### src/rtl/instr_fetch_pkg.sv
// ============================================================================
// Module : instr_fetch_pkg
// Brief  : Shared jacaranda-8 fetch constants and sizing helpers.
// Rev    : 1.0  initial release
// ============================================================================
`default_nettype none

package instr_fetch_pkg;

  localparam int              PC_W     = 8;
  localparam int              INSTR_W  = 8;
  localparam int              DEPTH    = 2;
  localparam logic [PC_W-1:0] RESET_PC = 8'h00;

  // Counter width able to hold the value n itself.
  function automatic int cnt_bits(input int n);
    return $clog2(n + 1);
  endfunction

  function automatic int idx_bits(input int n);
    return (n > 1) ? $clog2(n) : 1;
  endfunction

endpackage

`default_nettype wire

### src/rtl/instr_fetch_if.sv
// ============================================================================
// Module : instr_fetch_if
// Brief  : imem request/response, decoder handshake and execute redirect bus.
// Rev    : 1.0  initial release
// ============================================================================
`default_nettype none

interface instr_fetch_if
  import instr_fetch_pkg::*;
#(
  parameter int PC_W_P    = instr_fetch_pkg::PC_W,
  parameter int INSTR_W_P = instr_fetch_pkg::INSTR_W
);

  logic                 imem_req;
  logic [PC_W_P-1:0]    imem_addr;
  logic                 imem_gnt;
  logic                 imem_rvalid;
  logic [INSTR_W_P-1:0] imem_rdata;
  logic                 instr_valid;
  logic [INSTR_W_P-1:0] instr;
  logic [PC_W_P-1:0]    instr_pc;
  logic                 instr_ready;
  logic                 redirect_valid;
  logic [PC_W_P-1:0]    redirect_pc;
  logic                 halt;

  modport master (
    output imem_req, imem_addr, instr_valid, instr, instr_pc,
    input  imem_gnt, imem_rvalid, imem_rdata, instr_ready,
           redirect_valid, redirect_pc, halt
  );

  modport slave (
    input  imem_req, imem_addr, instr_valid, instr, instr_pc,
    output imem_gnt, imem_rvalid, imem_rdata, instr_ready,
           redirect_valid, redirect_pc, halt
  );

endinterface

`default_nettype wire

### src/rtl/instr_fetch_fifo.sv
// ============================================================================
// Module : instr_fetch_fifo
// Brief  : In-order prefetch FIFO of {instr, pc}; flush beats push.
// Rev    : 1.0  initial release
// ============================================================================
`default_nettype none

module instr_fetch_fifo
  import instr_fetch_pkg::*;
#(
  parameter int DEPTH_P = instr_fetch_pkg::DEPTH,
  parameter int DATA_W  = 16
) (
  input  logic                           clock,
  input  logic                           reset,
  input  logic                           push_i,
  input  logic [DATA_W-1:0]              push_data_i,
  input  logic                           pop_i,
  input  logic                           flush_i,
  output logic                           head_valid_o,
  output logic [DATA_W-1:0]              head_data_o,
  output logic [cnt_bits(DEPTH_P)-1:0]   count_o
);

  localparam int CNT_W = cnt_bits(DEPTH_P);
  localparam int IDX_W = idx_bits(DEPTH_P);

  logic [DATA_W-1:0] mem_q [DEPTH_P];
  logic [IDX_W-1:0]  wr_ptr_q, wr_ptr_d;
  logic [IDX_W-1:0]  rd_ptr_q, rd_ptr_d;
  logic [CNT_W-1:0]  count_q,  count_d;
  logic              w_push;
  logic              w_pop;

  assign head_valid_o = (count_q != '0);
  assign w_push       = push_i & ~flush_i;
  assign w_pop        = pop_i & head_valid_o;

  always_comb begin
    wr_ptr_d = wr_ptr_q;
    rd_ptr_d = rd_ptr_q;
    count_d  = count_q;
    if (flush_i) begin
      wr_ptr_d = '0;
      rd_ptr_d = '0;
      count_d  = '0;
    end else begin
      if (w_push) wr_ptr_d = (wr_ptr_q == IDX_W'(DEPTH_P - 1)) ? '0 : wr_ptr_q + IDX_W'(1);
      if (w_pop)  rd_ptr_d = (rd_ptr_q == IDX_W'(DEPTH_P - 1)) ? '0 : rd_ptr_q + IDX_W'(1);
      unique case ({w_push, w_pop})
        2'b10:   count_d = count_q + CNT_W'(1);
        2'b01:   count_d = count_q - CNT_W'(1);
        default: count_d = count_q;
      endcase
    end
  end

  always_ff @(posedge clock) begin
    if (reset) begin
      wr_ptr_q <= '0;
      rd_ptr_q <= '0;
      count_q  <= '0;
    end else begin
      wr_ptr_q <= wr_ptr_d;
      rd_ptr_q <= rd_ptr_d;
      count_q  <= count_d;
    end
  end

  always_ff @(posedge clock) begin
    if (w_push) mem_q[wr_ptr_q] <= push_data_i;
  end

  // Empty head reads as zero so the decoder never sees stale storage.
  assign head_data_o = head_valid_o ? mem_q[rd_ptr_q] : '0;
  assign count_o     = count_q;

  a_no_overflow : assert property (@(posedge clock) disable iff (reset)
    !(w_push && !w_pop && (count_q == CNT_W'(DEPTH_P))));

endmodule

`default_nettype wire

### src/rtl/instr_fetch.sv
// ============================================================================
// Module : instr_fetch
// Brief  : jacaranda-8 fetch stage: PC, credit-limited imem reads, prefetch.
// Rev    : 1.0  initial release
// ============================================================================
`default_nettype none

module instr_fetch
  import instr_fetch_pkg::*;
#(
  parameter int              PC_W_P   = instr_fetch_pkg::PC_W,
  parameter int              DEPTH_P  = instr_fetch_pkg::DEPTH,
  parameter logic [PC_W_P-1:0] RESET_PC_P = instr_fetch_pkg::RESET_PC
) (
  input  logic          clock,
  input  logic          reset,
  instr_fetch_if.master bus
);

  localparam int CNT_W   = cnt_bits(DEPTH_P);
  localparam int IDX_W   = idx_bits(DEPTH_P);
  localparam int ENTRY_W = INSTR_W + PC_W_P;

  logic [PC_W_P-1:0]  pc_q, pc_d;
  logic [CNT_W-1:0]   outstanding_q, outstanding_d;
  logic [CNT_W-1:0]   discard_q, discard_d;
  logic [PC_W_P-1:0]  aq_q [DEPTH_P];
  logic [IDX_W-1:0]   aq_wr_q, aq_rd_q;

  logic [CNT_W-1:0]   w_fifo_count;
  logic [CNT_W:0]     w_used;
  logic               w_req;
  logic               w_grant;
  logic               w_rsp;
  logic               w_push;
  logic               w_pop;
  logic               w_head_valid;
  logic [ENTRY_W-1:0] w_head_data;

  assign w_used  = {1'b0, w_fifo_count} + {1'b0, outstanding_q};
  assign w_req   = ~reset & ~bus.halt & ~bus.redirect_valid
                 & (w_used < (CNT_W + 1)'(DEPTH_P));
  assign w_grant = w_req & bus.imem_gnt;
  assign w_rsp   = bus.imem_rvalid;
  assign w_push  = w_rsp & ~bus.redirect_valid & (discard_q == '0);
  assign w_pop   = w_head_valid & bus.instr_ready;

  always_comb begin
    pc_d          = pc_q;
    discard_d     = discard_q;
    outstanding_d = outstanding_q;
    unique case ({w_grant, w_rsp})
      2'b10:   outstanding_d = outstanding_q + CNT_W'(1);
      2'b01:   outstanding_d = outstanding_q - CNT_W'(1);
      default: outstanding_d = outstanding_q;
    endcase
    // Everything still in flight after a redirect belongs to the old path.
    if (bus.redirect_valid) begin
      pc_d      = bus.redirect_pc;
      discard_d = outstanding_d;
    end else begin
      if (w_grant) pc_d = pc_q + PC_W_P'(1);
      if (w_rsp && (discard_q != '0)) discard_d = discard_q - CNT_W'(1);
    end
  end

  always_ff @(posedge clock) begin
    if (reset) begin
      pc_q          <= RESET_PC_P;
      outstanding_q <= '0;
      discard_q     <= '0;
    end else begin
      pc_q          <= pc_d;
      outstanding_q <= outstanding_d;
      discard_q     <= discard_d;
    end
  end

  // Address queue tracks every request, stale or not, so it is never flushed.
  always_ff @(posedge clock) begin
    if (reset) begin
      aq_wr_q <= '0;
      aq_rd_q <= '0;
    end else begin
      if (w_grant) aq_wr_q <= (aq_wr_q == IDX_W'(DEPTH_P - 1)) ? '0 : aq_wr_q + IDX_W'(1);
      if (w_rsp)   aq_rd_q <= (aq_rd_q == IDX_W'(DEPTH_P - 1)) ? '0 : aq_rd_q + IDX_W'(1);
    end
  end

  always_ff @(posedge clock) begin
    if (w_grant) aq_q[aq_wr_q] <= pc_q;
  end

  instr_fetch_fifo #(
    .DEPTH_P (DEPTH_P),
    .DATA_W  (ENTRY_W)
  ) u_fifo (
    .clock       (clock),
    .reset       (reset),
    .push_i      (w_push),
    .push_data_i ({bus.imem_rdata, aq_q[aq_rd_q]}),
    .pop_i       (w_pop),
    .flush_i     (bus.redirect_valid),
    .head_valid_o(w_head_valid),
    .head_data_o (w_head_data),
    .count_o     (w_fifo_count)
  );

  assign bus.imem_req    = w_req;
  assign bus.imem_addr   = pc_q;
  assign bus.instr_valid = w_head_valid;
  assign bus.instr       = w_head_data[ENTRY_W-1:PC_W_P];
  assign bus.instr_pc    = w_head_data[PC_W_P-1:0];

  a_rsp_expected : assert property (@(posedge clock) disable iff (reset)
    bus.imem_rvalid |-> (outstanding_q != '0));

endmodule

`default_nettype wire

### src/flat_wrapper.sv
// flat-port wrapper written by rule: the top's interface ports become plain ports
module instr_fetch_flat import instr_fetch_pkg::*;
#(
  parameter int              PC_W_P   = instr_fetch_pkg::PC_W,
  parameter int              DEPTH_P  = instr_fetch_pkg::DEPTH,
  parameter logic [PC_W_P-1:0] RESET_PC_P = instr_fetch_pkg::RESET_PC
)
  (clock, reset, bus_imem_req, bus_imem_addr, bus_instr_valid, bus_instr, bus_instr_pc, bus_imem_gnt, bus_imem_rvalid, bus_imem_rdata, bus_instr_ready, bus_redirect_valid, bus_redirect_pc, bus_halt);
  instr_fetch_if #(.PC_W_P(PC_W_P)) bus_i ();
  input  logic clock;
  input  logic reset;
  output wire logic [$bits(bus_i.imem_req)-1:0] bus_imem_req;
  output wire logic [$bits(bus_i.imem_addr)-1:0] bus_imem_addr;
  output wire logic [$bits(bus_i.instr_valid)-1:0] bus_instr_valid;
  output wire logic [$bits(bus_i.instr)-1:0] bus_instr;
  output wire logic [$bits(bus_i.instr_pc)-1:0] bus_instr_pc;
  input wire logic [$bits(bus_i.imem_gnt)-1:0] bus_imem_gnt;
  input wire logic [$bits(bus_i.imem_rvalid)-1:0] bus_imem_rvalid;
  input wire logic [$bits(bus_i.imem_rdata)-1:0] bus_imem_rdata;
  input wire logic [$bits(bus_i.instr_ready)-1:0] bus_instr_ready;
  input wire logic [$bits(bus_i.redirect_valid)-1:0] bus_redirect_valid;
  input wire logic [$bits(bus_i.redirect_pc)-1:0] bus_redirect_pc;
  input wire logic [$bits(bus_i.halt)-1:0] bus_halt;
  assign bus_imem_req = bus_i.imem_req;
  assign bus_imem_addr = bus_i.imem_addr;
  assign bus_instr_valid = bus_i.instr_valid;
  assign bus_instr = bus_i.instr;
  assign bus_instr_pc = bus_i.instr_pc;
  assign bus_i.imem_gnt = bus_imem_gnt;
  assign bus_i.imem_rvalid = bus_imem_rvalid;
  assign bus_i.imem_rdata = bus_imem_rdata;
  assign bus_i.instr_ready = bus_instr_ready;
  assign bus_i.redirect_valid = bus_redirect_valid;
  assign bus_i.redirect_pc = bus_redirect_pc;
  assign bus_i.halt = bus_halt;
  instr_fetch #(.PC_W_P(PC_W_P), .DEPTH_P(DEPTH_P), .RESET_PC_P(RESET_PC_P)) u_core (.clock(clock), .reset(reset), .bus(bus_i));
endmodule
### config.mk
export PLATFORM = sky130hd
export DESIGN_NAME = instr_fetch_flat
export DESIGN_NICKNAME = d
export VERILOG_FILES = /design/src/rtl/instr_fetch_pkg.sv /design/src/rtl/instr_fetch_if.sv /design/src/rtl/instr_fetch_fifo.sv /design/src/rtl/instr_fetch.sv /design/src/flat_wrapper.sv
export SDC_FILE = /design/constraint.sdc
export NUM_CORES = 1
export LEC_CHECK = 0
export CAP_MARGIN = 20
export CORE_MARGIN = 3
export CORE_UTILIZATION = 40
export DETAILED_ROUTE_END_ITERATION = 10
export PLACE_DENSITY = 0.7
export SYNTH_ARGS = -nofsm -noshare
export SYNTH_HDL_FRONTEND = slang
export SYNTH_SLANG_ARGS = --single-unit
### constraint.sdc
create_clock -name clock -period 2.83 [get_ports clock]
set_input_delay 0.7075 -clock clock [delete_from_list [all_inputs] [get_ports clock]]
set_output_delay 0.7075 -clock clock [all_outputs]
set_load 0.02 [all_outputs]
* Word level (Yosys, flattened, before mapping)
Memories as Yosys holds them, arrays and structs flattened. A register that Yosys moved wholly into a read port is not among the register bits.
Index checks and enable logic that the tools add are counted.
** Storage, ports and cells
- Flip-flop bits (word level) :: 18
- Bits in writable memories :: 48
- Input port bits :: 23
- Output and inout port bits :: 26
- Word-level logic and storage cells :: 65
- Memories :: 2
** Operators by class
- $add $sub $neg :: 11
- $lt $le $gt $ge :: 1
- Equality and inequality tests :: 4
- Multiplexer cells :: 19
- Bitwise operators :: 12
- Reductions and logical operators :: 8
** Memory list
- u_core.u_fifo.mem_q :: depth 2, width 16, read ports 1, clocked after Yosys merged registers in 1, write ports 1, RTL line instr_fetch_fifo.sv:28 : logic [DATA_W-1:0] mem_q [DEPTH_P];
- u_core.aq_q :: depth 2, width 8, read ports 1, clocked after Yosys merged registers in 1, write ports 1, RTL line instr_fetch.sv:27 : logic [PC_W_P-1:0] aq_q [DEPTH_P];
** Operators with widths (count)
- $mux W16 :: 1
- $mux W8 :: 2
- $mux W1 :: 12
- $reduce_bool A2 Y1 :: 5
- $and A1 B1 Y1 :: 9
- $add A8 B1 Y8 const B :: 1
- $pmux W2 S2 :: 2
- $sub A2 B1 Y2 const B :: 3
- $add A1 B1 Y1 const B :: 4
- $add A2 B1 Y2 const B :: 2
- $eq A2 B1 Y1 const B :: 2
- $eq A2 B2 Y1 const B :: 2
- $mux W2 :: 2
- $add A2 B2 Y3 :: 1
- $lt A3 B2 Y1 const B :: 1
- $not A1 Y1 :: 3
- $logic_not A2 Y1 :: 1
- $reduce_or A2 Y1 :: 1
- $logic_and A1 B1 Y1 :: 1

* Longest topological paths before layout
Gate-level depths: netlist of the first run.
- Word-level depth :: 8
- Gate-level depth with buffers :: 10
- Depth with buffers taken out :: 9

* By module
A second synthesis of the first run with hierarchy kept.
** Second synthesis, totals
- Cell total of the unflattened synthesis :: 222
- Area total of the unflattened synthesis :: 2885.3 um2
** By module, submodules not included
- instr_fetch :: times used 1, cells an instance 130, area an instance 1470.2 um2, sequential area each 780.7 um2
- instr_fetch_fifo :: times used 1, cells an instance 92, area an instance 1415.1 um2, sequential area each 1061.0 um2

* Least setup slack after synthesis of the first run
Ideal clock, no wire load.
- Kind :: reg2out
- From :: register u_core.u_fifo.count_q[0] (netlist: u_core.u_fifo.count_o[0])
- To :: output port bus_imem_req
- Data arrival time :: 1.566 ns
- Required time :: 2.122 ns
- Path slack :: 0.556 ns
- Cell stages (with the launch flop) :: 5
- Buffers on the path :: 0
- Cells stage by stage :: dfxtp_1 > and2_1 > fa_1 > nor4_4 > nor2b_1
** Between the ends
- Word-level cells in the longest chain between the ends :: 3
** Ends and longest elaborated chain
- start, declared :: RTL line instr_fetch_fifo.sv:31 : logic [CNT_W-1:0] count_q, count_d;
- start signal, assigned :: RTL line instr_fetch_fifo.sv:66 : count_q <= count_d;
- $add A2 B2 Y3 :: RTL line instr_fetch.sv:40 : assign w_used = {1'b0, w_fifo_count} + {1'b0, outstanding_q};
- $lt A3 B2 Y1 :: RTL line instr_fetch.sv:42 : & (w_used < (CNT_W + 1)'(DEPTH_P));
- $and A1 B1 Y1 :: RTL line instr_fetch.sv:42
- end, declared :: RTL line flat_wrapper.sv:12 : output wire logic [$bits(bus_i.imem_req)-1:0] bus_imem_req;
No other way between the ends.

* Worst setup path in the final report of the first run
- From :: register u_core.outstanding_q[0]
- To :: output port bus_imem_req
** Between the ends
- Word-level cells in the longest chain between the ends :: 3
** Ends and longest elaborated chain
- start, declared :: RTL line instr_fetch.sv:25 : logic [CNT_W-1:0] outstanding_q, outstanding_d;
- start signal, assigned :: RTL line instr_fetch.sv:74 : outstanding_q <= outstanding_d;
- $add A2 B2 Y3 :: RTL line instr_fetch.sv:40
- $lt A3 B2 Y1 :: RTL line instr_fetch.sv:42
- $and A1 B1 Y1 :: RTL line instr_fetch.sv:42
No other way between the ends.

==> flow_metrics.tcl, run 1 <==
set metrics [dict create \
    start_util 0.426 \
    grt_pass1_vias 1634 \
    worst_pin_slew_ns 0.364 \
    grt_util_met3 0.0420 \
    cts_tree "done" \
    avgRoutedWirePerCell_um 13.3 \
    place_congestion 0.855 \
    synth_seq_cells 68 \
    grt_pass1_wl_um 7920 \
    drt_iter0_drc 80 \
    cts_made_buffers 9 \
    cts_sinks 68 \
    synth_top_family_by_area "simple AND/OR/NAND/NOR gates" \
    grt_max_degree 19 \
    synth_ff_type "edfxtp_1" \
    place_ws_ns -0.110 \
    row_count 29 \
    power_mw 2.13 \
    clock_path_buffers 2 \
    fin_crit_ns 2.67 \
    finalNetCount 303 \
    clock_latency_ns 0.33 \
    fin_util 0.554 \
    path_class "register to output port" \
    outcome "finished clean" \
    r2r_setup_slack_ns 0.59 \
    antenna_left 0 \
    dr.pass1.iters 4 \
    fill_cells 573 \
    vdd_drop_max_uv 262 \
    wl_um 4950 \
    synthMuxAreaShare 0.102 \
    grt_overflow 0 \
    whs_ns 0.517 \
    final_layout_size_suffix_gt1_frac 0.146 \
    use_met2 0.192 \
    synth_top_area_frac 0.515 \
    drc 0 \
    dpl_cell_area_um2 3450 \
    dieArea_um2 8030 \
    finalHoldViolations 0 \
    synthXorXnorAreaFrac 0.0313 \
    synth_edf_count 48 \
    fin_ws_ns 0.157 \
    yosysTopAreaCell "edfxtp_1" \
    ys_async_sr_fraction 0 \
    grt.busiest_layer "met2" \
    placed_cells 357 \
    clockRootBuffer "clkbuf_8" \
    slew_viol_final 0 \
    relSlewSlack 0.757 \
    htreeDepth 3 \
    path_clk_slew_ns 0.08 \
    yosys.area_share.simple 0.123 \
    die_h_um 89.6 \
    post_drt_via_cell_ratio 4.80 \
    hold_path_class "register to register" \
    vias 1792 \
    synth_fa_ha_area_frac 0.0250 \
    synth_area_leaders "edfxtp_1 (52%), dfxtp_1 (14%), mux2i_1 (5.7%)" \
    required_ns 2.12 \
    synth_fp_nets 241 \
    track_usage 0.136 \
    core_area_um2 6570 \
    fin_cells 373 \
    cp.arrival_ns 1.97 \
    ios 49 \
    syn_area_um2 2800 \
    crit_path_end_kind "output port" \
    fin_crit_sh 0.945 \
    fmax_mhz 374 \
    antennaDiodeCount 0 \
    yosysMostFrequentCell "edfxtp_1" \
    fin_tns_setup_ns 0 \
    finClkSkew_ns 0.0124 \
    hpwl_um 3330 \
    antenna_found_initial 0 \
    rsz0062_at_grt "no" \
    die_w_um 89.6 \
    synth.distinct_cells 37 \
    yosysSeqAreaShare 0.658 \
    cap_violations 0 \
    p_leak_nw 1.21 \
    use_met1 0.183 \
    setup_viol 0 \
    synth_compound_area_frac 0.0398 \
    post_cts_buffers 0 \
    critical_path.max_fanout 3 \
    synthCells 213 \
    ys_warn_count 0 \
    cp-start-kind "register" \
    area_growth_pct 30.1 \
    power_density_nw_per_um2 586 \
    io_buffer_count 48 \
    syn_avg_cell_area_um2 13.1 \
    synthTopCellsByCount "edfxtp_1 (48), nor2_1 (34), dfxtp_1 (20)" \
    fin_area_um2 3640 \
]
-- cell type report --
cell class	instances	area (µm²)	area share
clock buffers	9	124	0.0340
well taps	93	116	0.0320
multi-input cells	130	896	0.246
flip-flops and latches	68	1840	0.506
clock inverters	7	67.6	0.0186
inverters	6	22.5	0.00619
repair buffers	60	571	0.157
-- cells in the final DEF (no fill, tap or decap), types with 7 or more instances in the layout --
cell type        instances
nand2_1                 11
dfxtp_1                 20
mux2i_1                 16
clkbuf_8                 9
clkdlybuf4s50_1         47
nor2_1                  34
xnor2_1                  8
mux2_2                  10
edfxtp_1                48
buf_4                   12
nand3_1                  7
-- sequential cells by signal (all words and copies together), names as in the netlist, named ones only --
| name | cells |
|---|---|
| u_core.aq_rd_q | 1 |
| u_core.aq_q | 16 |
| u_core.bus.imem_addr | 8 |
| u_core.discard_q | 2 |
| u_core.u_fifo.wr_ptr_q | 1 |
| u_core.u_fifo.mem_q | 32 |
| u_core.u_fifo.rd_ptr_q | 1 |
| u_core.u_fifo.count_o | 2 |
| u_core.aq_wr_q | 1 |
| u_core.outstanding_q | 2 |
-- worst paths after layout --
path	end	from	depth (start not counted)
worst max-delay path	bus_imem_req	u_core.outstanding_q[0]$_SDFF_PP0_	5
worst min-delay path	register	u_core.aq_rd_q$_SDFFE_PP0P_	2
worst max register to register	u_core.discard_q[1]$_SDFFE_PP0P_	u_core.outstanding_q[0]$_SDFF_PP0_	9
worst min register to register	register	u_core.aq_rd_q$_SDFFE_PP0P_	2
-- logic make-up (layout without fill, tap and decap cells) --
kind of cell,after synthesis,in the layout
buffers and inverters,15,82
AOI/OAI and AO/OA,17,17
DFF,68,68
muxes,27,27
adders and majority gates,5,5
xor gates and xnor gates,10,10
and+or+nand+nor,71,71
-- power breakdown --
group | total, mW | switching, mW | internal, mW
Clock | 0.758 | 0.356 | 0.402
Combinational | 0.235 | 0.114 | 0.121
Sequential | 1.14 | 0.0302 | 1.11
-- timing repair --
item | in CTS | in global routing
hold buffers | 0 | 0
resized for setup | 1 | 1
pin swaps | 0 | 0
endpoints found under the setup margin | 1 | 1
-- worst max-delay path, cell delays in order, from the launching register on --
cell and delay (ns):
dfxtp_1 0.34, and2_1 0.17, fa_1 0.48, nor4_4 0.16, nor2b_1 0.16, clkdlybuf4s15_1 0.31
-- layer usage --
metal	vias up	share of wire
met1	822	0.45
met5	-	0
li1	890	-
met4	0	0.018
met2	70	0.45
met3	10	0.080
(Power assumes the default switching activity.)
==> inputs of run 2 (changes only) <==
- TNS_END_PERCENT: unset -> 10
==> results of run 2 <==
No change in the layout: final DEF, timing and power equal those of run 1.
